**src/rtl/fifo_ctrl.sv**
```systemverilog
// fifo_ctrl
//   Single-clock FIFO controller that drives an external dual-port RAM
//   whose write and read clocks are both tied to clk. The RAM's registered
//   read-data output is the FIFO output stage, so the head entry is presented
//   first-word-fall-through on m_data directly from ram_rdata.
//
// Ports
//   clk, rst            clock; asynchronous active-high reset
//   flush               synchronous clear of all contents
//   s_valid/s_ready     write handshake, s_data is the write data
//   m_valid/m_ready     read handshake, m_data is the head entry
//   ram_wenc/waddr/wdata  RAM write port controls
//   ram_renc/raddr        RAM read port controls
//   ram_rdata           RAM read data (one cycle read latency)
//   level               entries held (RAM plus output stage), 0..DEPTH+1
//   almost_full         level >= AF_LEVEL
//   almost_empty        level <= AE_LEVEL

module fifo_ctrl #(
    parameter int DEPTH    = 16,
    parameter int WIDTH    = 8,
    parameter int AF_LEVEL = DEPTH - 2,
    parameter int AE_LEVEL = 2,
    localparam int AW      = $clog2(DEPTH)
) (
    input  logic             clk,
    input  logic             rst,
    input  logic             flush,
    input  logic             s_valid,
    output logic             s_ready,
    input  logic [WIDTH-1:0] s_data,
    output logic             m_valid,
    input  logic             m_ready,
    output logic [WIDTH-1:0] m_data,
    output logic             ram_wenc,
    output logic [AW-1:0]    ram_waddr,
    output logic [WIDTH-1:0] ram_wdata,
    output logic             ram_renc,
    output logic [AW-1:0]    ram_raddr,
    input  logic [WIDTH-1:0] ram_rdata,
    output logic [AW:0]      level,
    output logic             almost_full,
    output logic             almost_empty
);

    localparam logic [AW:0] CNT_FULL = (AW+1)'(DEPTH);
    localparam logic [AW:0] AF_LVL   = (AW+1)'(AF_LEVEL);
    localparam logic [AW:0] AE_LVL   = (AW+1)'(AE_LEVEL);

    logic [AW-1:0] wptr;
    logic [AW-1:0] rptr;
    logic [AW:0]   ram_cnt;
    logic          rd_vld;
    logic          push;
    logic          pop;
    logic          renc;

    // Handshakes. s_ready depends only on the RAM count, never on m_ready,
    // so the write side has no combinational path from the read side.
    assign s_ready = !flush && (ram_cnt != CNT_FULL);
    assign push    = s_valid && s_ready;
    assign m_valid = rd_vld && !flush;
    assign pop     = m_valid && m_ready;

    // Fetch the next entry whenever the output stage is empty or is being
    // consumed this cycle. Only entries already counted in RAM are read, so
    // the read address never collides with a same-cycle write.
    assign renc = !flush && (ram_cnt != '0) && (!rd_vld || m_ready);

    assign ram_wenc  = push;
    assign ram_waddr = wptr;
    assign ram_wdata = s_data;
    assign ram_renc  = renc;
    assign ram_raddr = rptr;
    assign m_data    = ram_rdata;

    // Occupancy is taken from registered state only, so a flush request
    // does not disturb level or the almost flags in its own cycle.
    assign level        = ram_cnt + {{AW{1'b0}}, rd_vld};
    assign almost_full  = (level >= AF_LVL);
    assign almost_empty = (level <= AE_LVL);

    // Pointer, RAM count and output-stage valid registers. Flush returns
    // everything to the reset state at the next edge; RAM contents stay.
    always_ff @(posedge clk or posedge rst) begin
        if (rst) begin
            wptr    <= '0;
            rptr    <= '0;
            ram_cnt <= '0;
            rd_vld  <= 1'b0;
        end else if (flush) begin
            wptr    <= '0;
            rptr    <= '0;
            ram_cnt <= '0;
            rd_vld  <= 1'b0;
        end else begin
            if (push) begin
                wptr <= wptr + AW'(1);
            end
            if (renc) begin
                rptr <= rptr + AW'(1);
            end
            case ({push, renc})
                2'b10:   ram_cnt <= ram_cnt + (AW+1)'(1);
                2'b01:   ram_cnt <= ram_cnt - (AW+1)'(1);
                default: ram_cnt <= ram_cnt;
            endcase
            if (renc) begin
                rd_vld <= 1'b1;
            end else if (pop) begin
                rd_vld <= 1'b0;
            end
        end
    end

endmodule

```
**config.mk**
```make
export PLATFORM = sky130hd
export DESIGN_NAME = fifo_ctrl
export DESIGN_NICKNAME = d
export VERILOG_FILES = /design/src/rtl/fifo_ctrl.sv
export SDC_FILE = /design/constraint.sdc
export NUM_CORES = 1
export LEC_CHECK = 0
export ABC_CLOCK_PERIOD_IN_PS = 6000
export CORE_UTILIZATION = 55
export DETAILED_ROUTE_END_ITERATION = 8
export DONT_BUFFER_PORTS = 1
export PLACE_DENSITY = 0.82
export SYNTH_ARGS = -nofsm -noshare
export SYNTH_HDL_FRONTEND = slang
export SYNTH_SLANG_ARGS = --single-unit
```
**constraint.sdc**
```tcl
create_clock -name clk -period 6 [get_ports clk]
set_input_delay 0.9 -clock clk [delete_from_list [all_inputs] [get_ports clk]]
set_output_delay 0.9 -clock clk [all_outputs]
set_load 0.005 [all_outputs]
```
# After elaboration in Yosys (flattened, before gate mapping)
# Index checks and enable logic that the tools add are counted.
# word_totals
regBits	14
latch_bits	0
mem_bits_rw	0
mem_bits_ro	0
input_bits	21
output_inout_bits	35
word_cells	37
memories	0
# op_classes
add_sub_neg	5
mul	0
n_div	0
order_cmp	2
eq_ne	3
n_shift	0
muxes	9
n_bitwise	0
n_reduce_logical	14
# op_table
cell	count
$mux 4	4
$pmux 5 s2	1
$add 4x1->4 const B	2
$logic_and 1x1->1	6
$reduce_bool 3->1	2
$add 5x1->5	1
$add 5x1->5 const B	1
$ge 5x4->1 const B	1
$le 5x2->1 const B	1
$mux 5	1
$ne 5x5->1 const B	1
$reduce_bool 5->1	1
$sub 5x1->5 const B	1
$reduce_bool 2->1	2
$mux 1	3
$eq 2x1->1 const B	1
$eq 2x2->1 const B	1
$logic_not 1->1	2
$logic_or 1x1->1	1

# Depth between registers and ports, before layout
# Gate-level depths: netlist of the first run.
# logic_depth
depth_word	6
mapped_depth	12
depth_no_buf	12

# Worst setup path before layout of the first run
# Ideal clock, no wire load.
# synth_timing
path_kind	in2reg
start	input port flush
end	register ram_cnt[4]
setup_time_ps	134
arrival_time_ps	2762
t_required_ps	5866
setup_slack_ps	3104
path_stages	11
n_path_buf	1
path_cell_list	clkbuf_1 -> a21oi_1 -> nand2_1 -> inv_2 -> nor2_1 -> ha_1 -> nor2b_1 -> o21a_1 -> o311a_2 -> o21ai_0 -> o211ai_1
# synth_between
elab_chain_cells	6
elab_cells_between_ends	10
cone_classes	eq/ne (2); mux (2); reduce/logical (6)
# synth_rtl
element	line_no	rtl
start, declared	28	input logic flush,
$logic_not 1->1 (*)	60	assign s_ready = !flush && (ram_cnt != CNT_FULL);
$logic_and 1x1->1 (*)	60	
via s_ready	30	output logic s_ready,
$logic_and 1x1->1 (*)	61	assign push = s_valid && s_ready;
via ram_wenc	35	output logic ram_wenc,
$eq 2x1->1 or $eq 2x2->1 (tied branches)	103	case ({push, renc})
$pmux 5 s2	103	
$mux 5	91	end else if (flush) begin
end signal, assigned	104	2'b10: ram_cnt <= ram_cnt + (AW+1)'(1);
end signal, assigned	105	2'b01: ram_cnt <= ram_cnt - (AW+1)'(1);
end signal, assigned	106	default: ram_cnt <= ram_cnt;
end, declared	52	logic [AW:0] ram_cnt;
# Mark *: on every way through the listed nets, which the timed path passes. The rest lies on a longest branch.
# A chain may end at the register's enable or synchronous reset.

# Final worst setup path of the first run
# layout_timing
start	register ram_cnt[1]
end	register ram_cnt[4]
# layout_between
elab_chain_cells	6
elab_cells_between_ends	13
cone_classes	add/sub (2); eq/ne (3); mux (2); reduce/logical (6)
# layout_rtl
element	line_no
$ne 5x5->1 (*)	60
$logic_and 1x1->1 (*)	60
via s_ready	30
$logic_and 1x1->1 (*)	61
via ram_wenc	35
$eq 2x1->1 or $eq 2x2->1 (tied branches)	103
$pmux 5 s2	103
$mux 5	91
# Marked as above.

==> out/metrics.csv, run 1 <==
metric,value,unit
num_vias,705,
synth_cell_types,33,
synthSimpleGateAreaFrac,0.125,
rrSetupSlack,3.07,ns
p_int,0.250,mW
pwr-share-clk,0.155,
grt_first_pass_wirelength,2.83,mm
maxSlewHeadroom,0.628,
slew_viol_final,0,
fillers,156,
synth-compound-area-share,0.158,
worst_slew_pin_slew,0.544,ns
place_congestion,0.855,
avgViaCountPerCell,5.97,
drtIter0Drc,12,
crit_path_start_kind,flip-flop,
synthMuxAreaShare,0.0259,
rows,15,
end_kind,flip-flop,
p_per_area,445,nW/um^2
nets,123,
track_usage,0.192,
crit_type,reg -> reg,
p_sw,0.174,mW
dp_hpwl,1.38,mm
clkSinkCount,14,
finalPower,0.424,mW
syn_to_final_growth,-6.04,%
p_comb_frac,0.459,
hold_buffers,0,
totalWireLength,1.75,mm
ios,56,
status,finished clean,
arrival,3.12,ns
grt_pass1_vias,728,
setup_tns,0,ns
grt.overflow.total,0,
hold_class,in -> async,
antenna_found_initial,0,
hold_violations,0,
netlist_area,1010,sq um
seqPwrFrac,0.387,
drt_first_pass_iters,3,
fin_crit_sh,0.488,
io_buffers,0,
core,1730,sq um
switching_share,0.410,
syn_nets,136,
worst_r2r_path_depth,12,
dieHeight,45.0,um
ys_seq_elements,14,
required,6.20,ns
post_synth.cell_area_avg,9.48,sq um
start_util,0.588,
post-cts-setup-buffer-count,0,
min_period,2.93,ns
rr_endpoint,ram_cnt[4],
timing.fmax,342,MHz
peakVddDrop,0.167,mV
synthCells,107,
fp.dieArea,2020,sq um
clockRootBuffer,clkbuf_4,
ant_nets,0,
diodes,0,
cts_inserted_buffers,3,
yosysSeqAreaShare,0.345,
drive_gt1_frac,0.140,
synth_adder_area_share,0.106,
yosys_warnings,0,
cts_buffer_depth,2,
setup_viol,0,
grt_setup_unrepaired,false,
htreeDepth,1,
cts_resized,0,
remaining_drc_errors,0,
clock_latency,0.27,ns
synth_xor_area_frac,0.0777,
grt_max_degree,15,
timing.rr.start,ram_cnt[1],
cts_tree,yes,
finClkSkew,0.000882,ns
synth_top_family_by_area,buffers and inverters,
die_w,45.0,um
cts.clk_slew.worst_paths,0.08,ns
max_cap_viol_count,0,
wl_per_cell,14.9,um
leakagePower,0.445,nW
crit_fanout,9,
==> worst max-delay path by stage <==
stage | start | endpoint | slack [ns]
floorplan | flush | ram_cnt[4] | 3.10
global placement | flush | ram_cnt[4] | 3.15
detailed placement | flush | ram_cnt[4] | 3.08
CTS | ram_cnt[1] | ram_cnt[4] | 3.10
global route | ram_cnt[1] | ram_cnt[4] | 2.79
finish | ram_cnt[1] | ram_cnt[4] | 3.07
==> power by group through the flow <==
stage / logic (mW) / registers [mW] / clock network (mW)
global placement: 0.183 / 0.163 / 0
global route: 0.218 / 0.169 / 0.0716
floorplan: 0.182 / 0.148 / 0
finish: 0.195 / 0.164 / 0.0656
detailed placement: 0.195 / 0.165 / 0
CTS: 0.195 / 0.163 / 0.0668
==> routing by layer <==
layer  track usage  up-vias  wire length [um]
met2         0.296       23               904
met4         0.170        0                40
met5             0        -                 0
li1              -      325                 -
met1         0.221      347               705
met3        0.0440       10               104
==> flip-flops by register name, summed over array words and instances, names as in the netlist <==
register	count
ram_cnt	5
ram_raddr	4
rd_vld	1
ram_waddr	4
==> worst max-delay path, stage by stage, from the launching register on <==
cell and delay (ns):
dfrtp_1 0.47, nor4_1 0.37, a21oi_1 0.19, nand2_1 0.19, inv_2 0.12, nor2_1 0.29, inv_1 0.10, fa_1 0.41
nor2b_1 0.13, o21a_1 0.16, o21ai_0 0.10, a2bb2oi_1 0.15, o211ai_1 0.16
==> layout by cell type, fill, tap and decap left out, types with 2 or more instances in the layout <==
| cell type | instances |
|---|---|
| xor2_1 | 4 |
| nor2b_1 | 2 |
| inv_1 | 7 |
| nand3_1 | 5 |
| clkbuf_4 | 3 |
| a21oi_1 | 2 |
| nand2_1 | 8 |
| nor2_1 | 6 |
| ha_1 | 7 |
| dfrtp_1 | 14 |
| o21ai_0 | 7 |
| xnor2_1 | 5 |
| a22o_1 | 3 |
| nand4_1 | 2 |
==> cells by family (layout without fill, tap and decap cells) <==
family	Yosys count	in the layout
buf+inv	27	13
mux	2	2
simple gates	26	26
fa+ha+maj	8	8
flops	14	14
compound gates	21	21
xor+xnor	9	9
==> cell usage after synthesis <==
library cell   n  area [sq um]
a21o_2         1          8.76
a21oi_1        2          10.0
buf_4         16           120
nand2b_1       1          6.26
xnor2_1        5          43.8
a31o_2         1          8.76
nand4_1        2          12.5
inv_4          1          6.26
a22o_1         3          26.3
ha_1           7          87.6
nand2_1        8          30.0
o311a_2        1          11.3
nor4_1         1          6.26
fa_1           1          20.0
nand3_1        5          25.0
mux2_2         1          11.3
o211ai_1       1          7.51
inv_1          7          26.3
nor2b_1        2          12.5
o21a_1         1          7.51
o21ai_0        7          35.0
mux2_4         1          15.0
or4_4          1          11.3
buf_2          1          5.00
xor2_1         4          35.0
a31oi_1        1          6.26
a2111oi_0      1          8.76
clkbuf_1       1          3.75
dfrtp_1       14           350
inv_2          1          3.75
a2bb2oi_1      1          8.76
nor2_1         6          22.5
o211ai_4       1          21.3
==> per-stage QoR <==
stage          cells  cell area [sq um]  hold slack (ns)  setup slack, ns   util
2_1_floorplan    107               1010            0.482             3.10      -
3_3_place_gp     114                917            0.503             3.15  0.531
3_5_place_dp     114                917            0.525             3.08  0.531
4_1_cts          118                953            0.540             3.10  0.552
5_1_grt          118                953            0.577             2.79  0.552
6_report         118                953            0.533             3.07  0.552
==> cell type report <==
| cell class | count | area (sq um) | share of cell area |
|---|---|---|---|
| sequential | 14 | 350 | 0.367 |
| tap | 25 | 31.3 | 0.0328 |
| inverter | 9 | 36.3 | 0.0381 |
| clock buffer | 4 | 36.3 | 0.0381 |
| multi-input combinational | 66 | 499 | 0.524 |
No activity file was read; power rests on OpenSTA's default activity.
==> run 2, diff against run 1 <==
Settings changed: ABC_CLOCK_PERIOD_IN_PS 6000 to 2450, PLACE_DENSITY 0.82 to 0.85.
Clock period 6 ns to 2.45 ns, I/O delays scaled along.
==> out/metrics.csv, run 2 (synthesized netlist as in run 1, its figures left out) <==
metric,value,unit,change
peakVddDrop,0.565,mV,was 0.167 mV
clkSinkCount,14,,unchanged
dieHeight,45.0,um,unchanged
htreeDepth,1,,unchanged
leakagePower,0.561,nW,was 0.445 nW
final_cell_mix,"21 x buf_4, 12 x dfrtp_1, 7 x inv_1, 7 x nand2_1",,"was 14 x dfrtp_1, 8 x nand2_1, 7 x inv_1, 7 x o21ai_0, 7 x ha_1"
crit_type,reg -> reg,,unchanged
violations,negative setup slack,,
status,"finished, violations left",,was finished clean
hold_violations,0,,unchanged
drt_first_pass_iters,4,,was 3
grt_setup_unrepaired,true,,was false
largest_register_ffs,5,,unchanged
fp.dieArea,2020,sq um,unchanged
hold_buffers,0,,unchanged
track_usage,0.217,,was 0.192
cts_buffer_depth,2,,unchanged
crit_path_start_kind,flip-flop,,unchanged
finClkSkew,0.00527,ns,was 0.000882 ns
final_core_util,0.709,,was 0.552
nets,145,,was 123
grt_first_pass_wirelength,3.19,mm,was 2.83 mm
fin_crit_sh,1.06,,was 0.488
maxSlewHeadroom,0.626,,was 0.628
rows,15,,unchanged
dp_slack,-0.0943,ns,was 3.08 ns
drive_gt1_frac,0.426,,was 0.140
grt_pass1_vias,765,,was 728
cts_inserted_buffers,3,,unchanged
setup_viol,2,,was 0
ant_nets,0,,unchanged
worst_slew_pin_slew,0.561,ns,was 0.544 ns
required,2.62,ns,was 6.20 ns
rrSetupSlack,-0.16,ns,was 3.07 ns
totalWireLength,2.45,mm,was 1.75 mm
crit_fanout,5,,was 9
avgViaCountPerCell,5.86,,was 5.97
slew_viol_final,0,,unchanged
ios,56,,unchanged
num_vias,821,,was 705
drtIter0Drc,17,,was 12
cts_tree,yes,,unchanged
timing.fmax,383,MHz,was 342 MHz
antenna_found_initial,0,,unchanged
remaining_drc_errors,0,,unchanged
max_cap_viol_count,0,,unchanged
grt.overflow.total,0,,unchanged
place_congestion,0.811,,was 0.855
grt_max_degree,15,,unchanged
final_common_cell,buf_4,,was dfrtp_1
timing.rr.start,ram_cnt[1],,unchanged
arrival,2.78,ns,was 3.12 ns
core,1730,sq um,unchanged
start_util,0.588,,unchanged
die_w,45.0,um,unchanged
rr_endpoint,ram_cnt[4],,unchanged
hold_class,in -> async,,unchanged
syn_to_final_growth,20.6,%,was -6.04%
end_kind,flip-flop,,unchanged
holdWs,0.00686,ns,was 0.533 ns
io_buffers,0,,unchanged
diodes,0,,unchanged
worst_r2r_path_depth,10,,was 12
clockRootBuffer,clkbuf_4,,unchanged
p_per_area,1160,nW/um^2,was 445 nW/um^2
largest-register,ram_cnt,,unchanged
min_period,2.61,ns,was 2.93 ns
critPathLaunch,ram_cnt[1],,unchanged
dp_hpwl,1.53,mm,was 1.38 mm
fin_ws,-0.158,ns,was 3.07 ns
clock_latency,0.29,ns,was 0.27 ns
wl_per_cell,17.5,um,was 14.9 um
cts.clk_slew.worst_paths,0.09,ns,was 0.08 ns
-- run 2: metrics by stage --
stage / total power [mW] / instance area (sq um) / instances / setup TNS, ns
final: 1.42 / 1220 / 140 / -0.219
after global routing: 1.51 / 1220 / 140 / -0.415
after CTS: 1.22 / 1100 / 133 / -0.0179
after detailed placement: 0.995 / 1020 / 124 / -0.0943
after global placement: 0.958 / 1020 / 124 / 0
after floorplan: 0.837 / 1040 / 107 / -0.00938
-- run 2: worst max-delay path by stage --
stage	endpoint	slack, ns	depth (start not counted)
6_report	ram_cnt[4]	-0.16	10
5_1_grt	ram_cnt[4]	-0.24	13
4_1_cts	ram_cnt[4]	-0.02	9
3_5_place_dp	ram_cnt[4]	-0.09	12
3_3_place_gp	ram_cnt[4]	0.05	12
2_1_floorplan	ram_cnt[4]	-0.009	9
-- run 2: timing repair --
action / in CTS / in global routing
setup endpoints to repair: 1 / 3
resized for setup: 1 / 14
setup buffers: 5 / 7
pin swaps: 3 / 8
-- run 2: per-layer routing --
metal / wire length, um / vias up / GRT usage / share of wire
li1: - / 369 / - / -
met1: 992 / 399 / 0.274 / 0.41
met2: 1250 / 45 / 0.348 / 0.51
met3: 160 / 8 / 0.00800 / 0.065
met4: 49 / 0 / 0.170 / 0.020
met5: 0 / - / 0 / 0
-- run 2: critical path, cell delays in order (launching register included) --
cell,delay [ns]
dfrtp_2,0.44
or4_4,0.55
o211ai_4,0.23
nor2_4,0.07
buf_4,0.14
ha_4,0.22
nor2b_1,0.13
o21a_1,0.23
o311a_4,0.32
o21ai_2,0.06
o211ai_1,0.09
-- run 2: cell type report --
| type | instances | area (sq um) |
|---|---|---|
| Tap cell | 25 | 31.3 |
| Clock buffer | 4 | 36.3 |
| Multi-Input combinational cell | 66 | 589 |
| Sequential cell | 14 | 353 |
| Timing Repair Buffer | 22 | 178 |
| Inverter | 9 | 36.3 |
| Fill cell | 106 | 503 |
-- run 2: power by group --
group / internal [mW] / switching [mW] / total (mW)
Clock: 0.0905 / 0.0799 / 0.170
Sequential: 0.297 / 0.0921 / 0.389
Combinational: 0.455 / 0.401 / 0.857
Total: 0.843 / 0.574 / 1.42
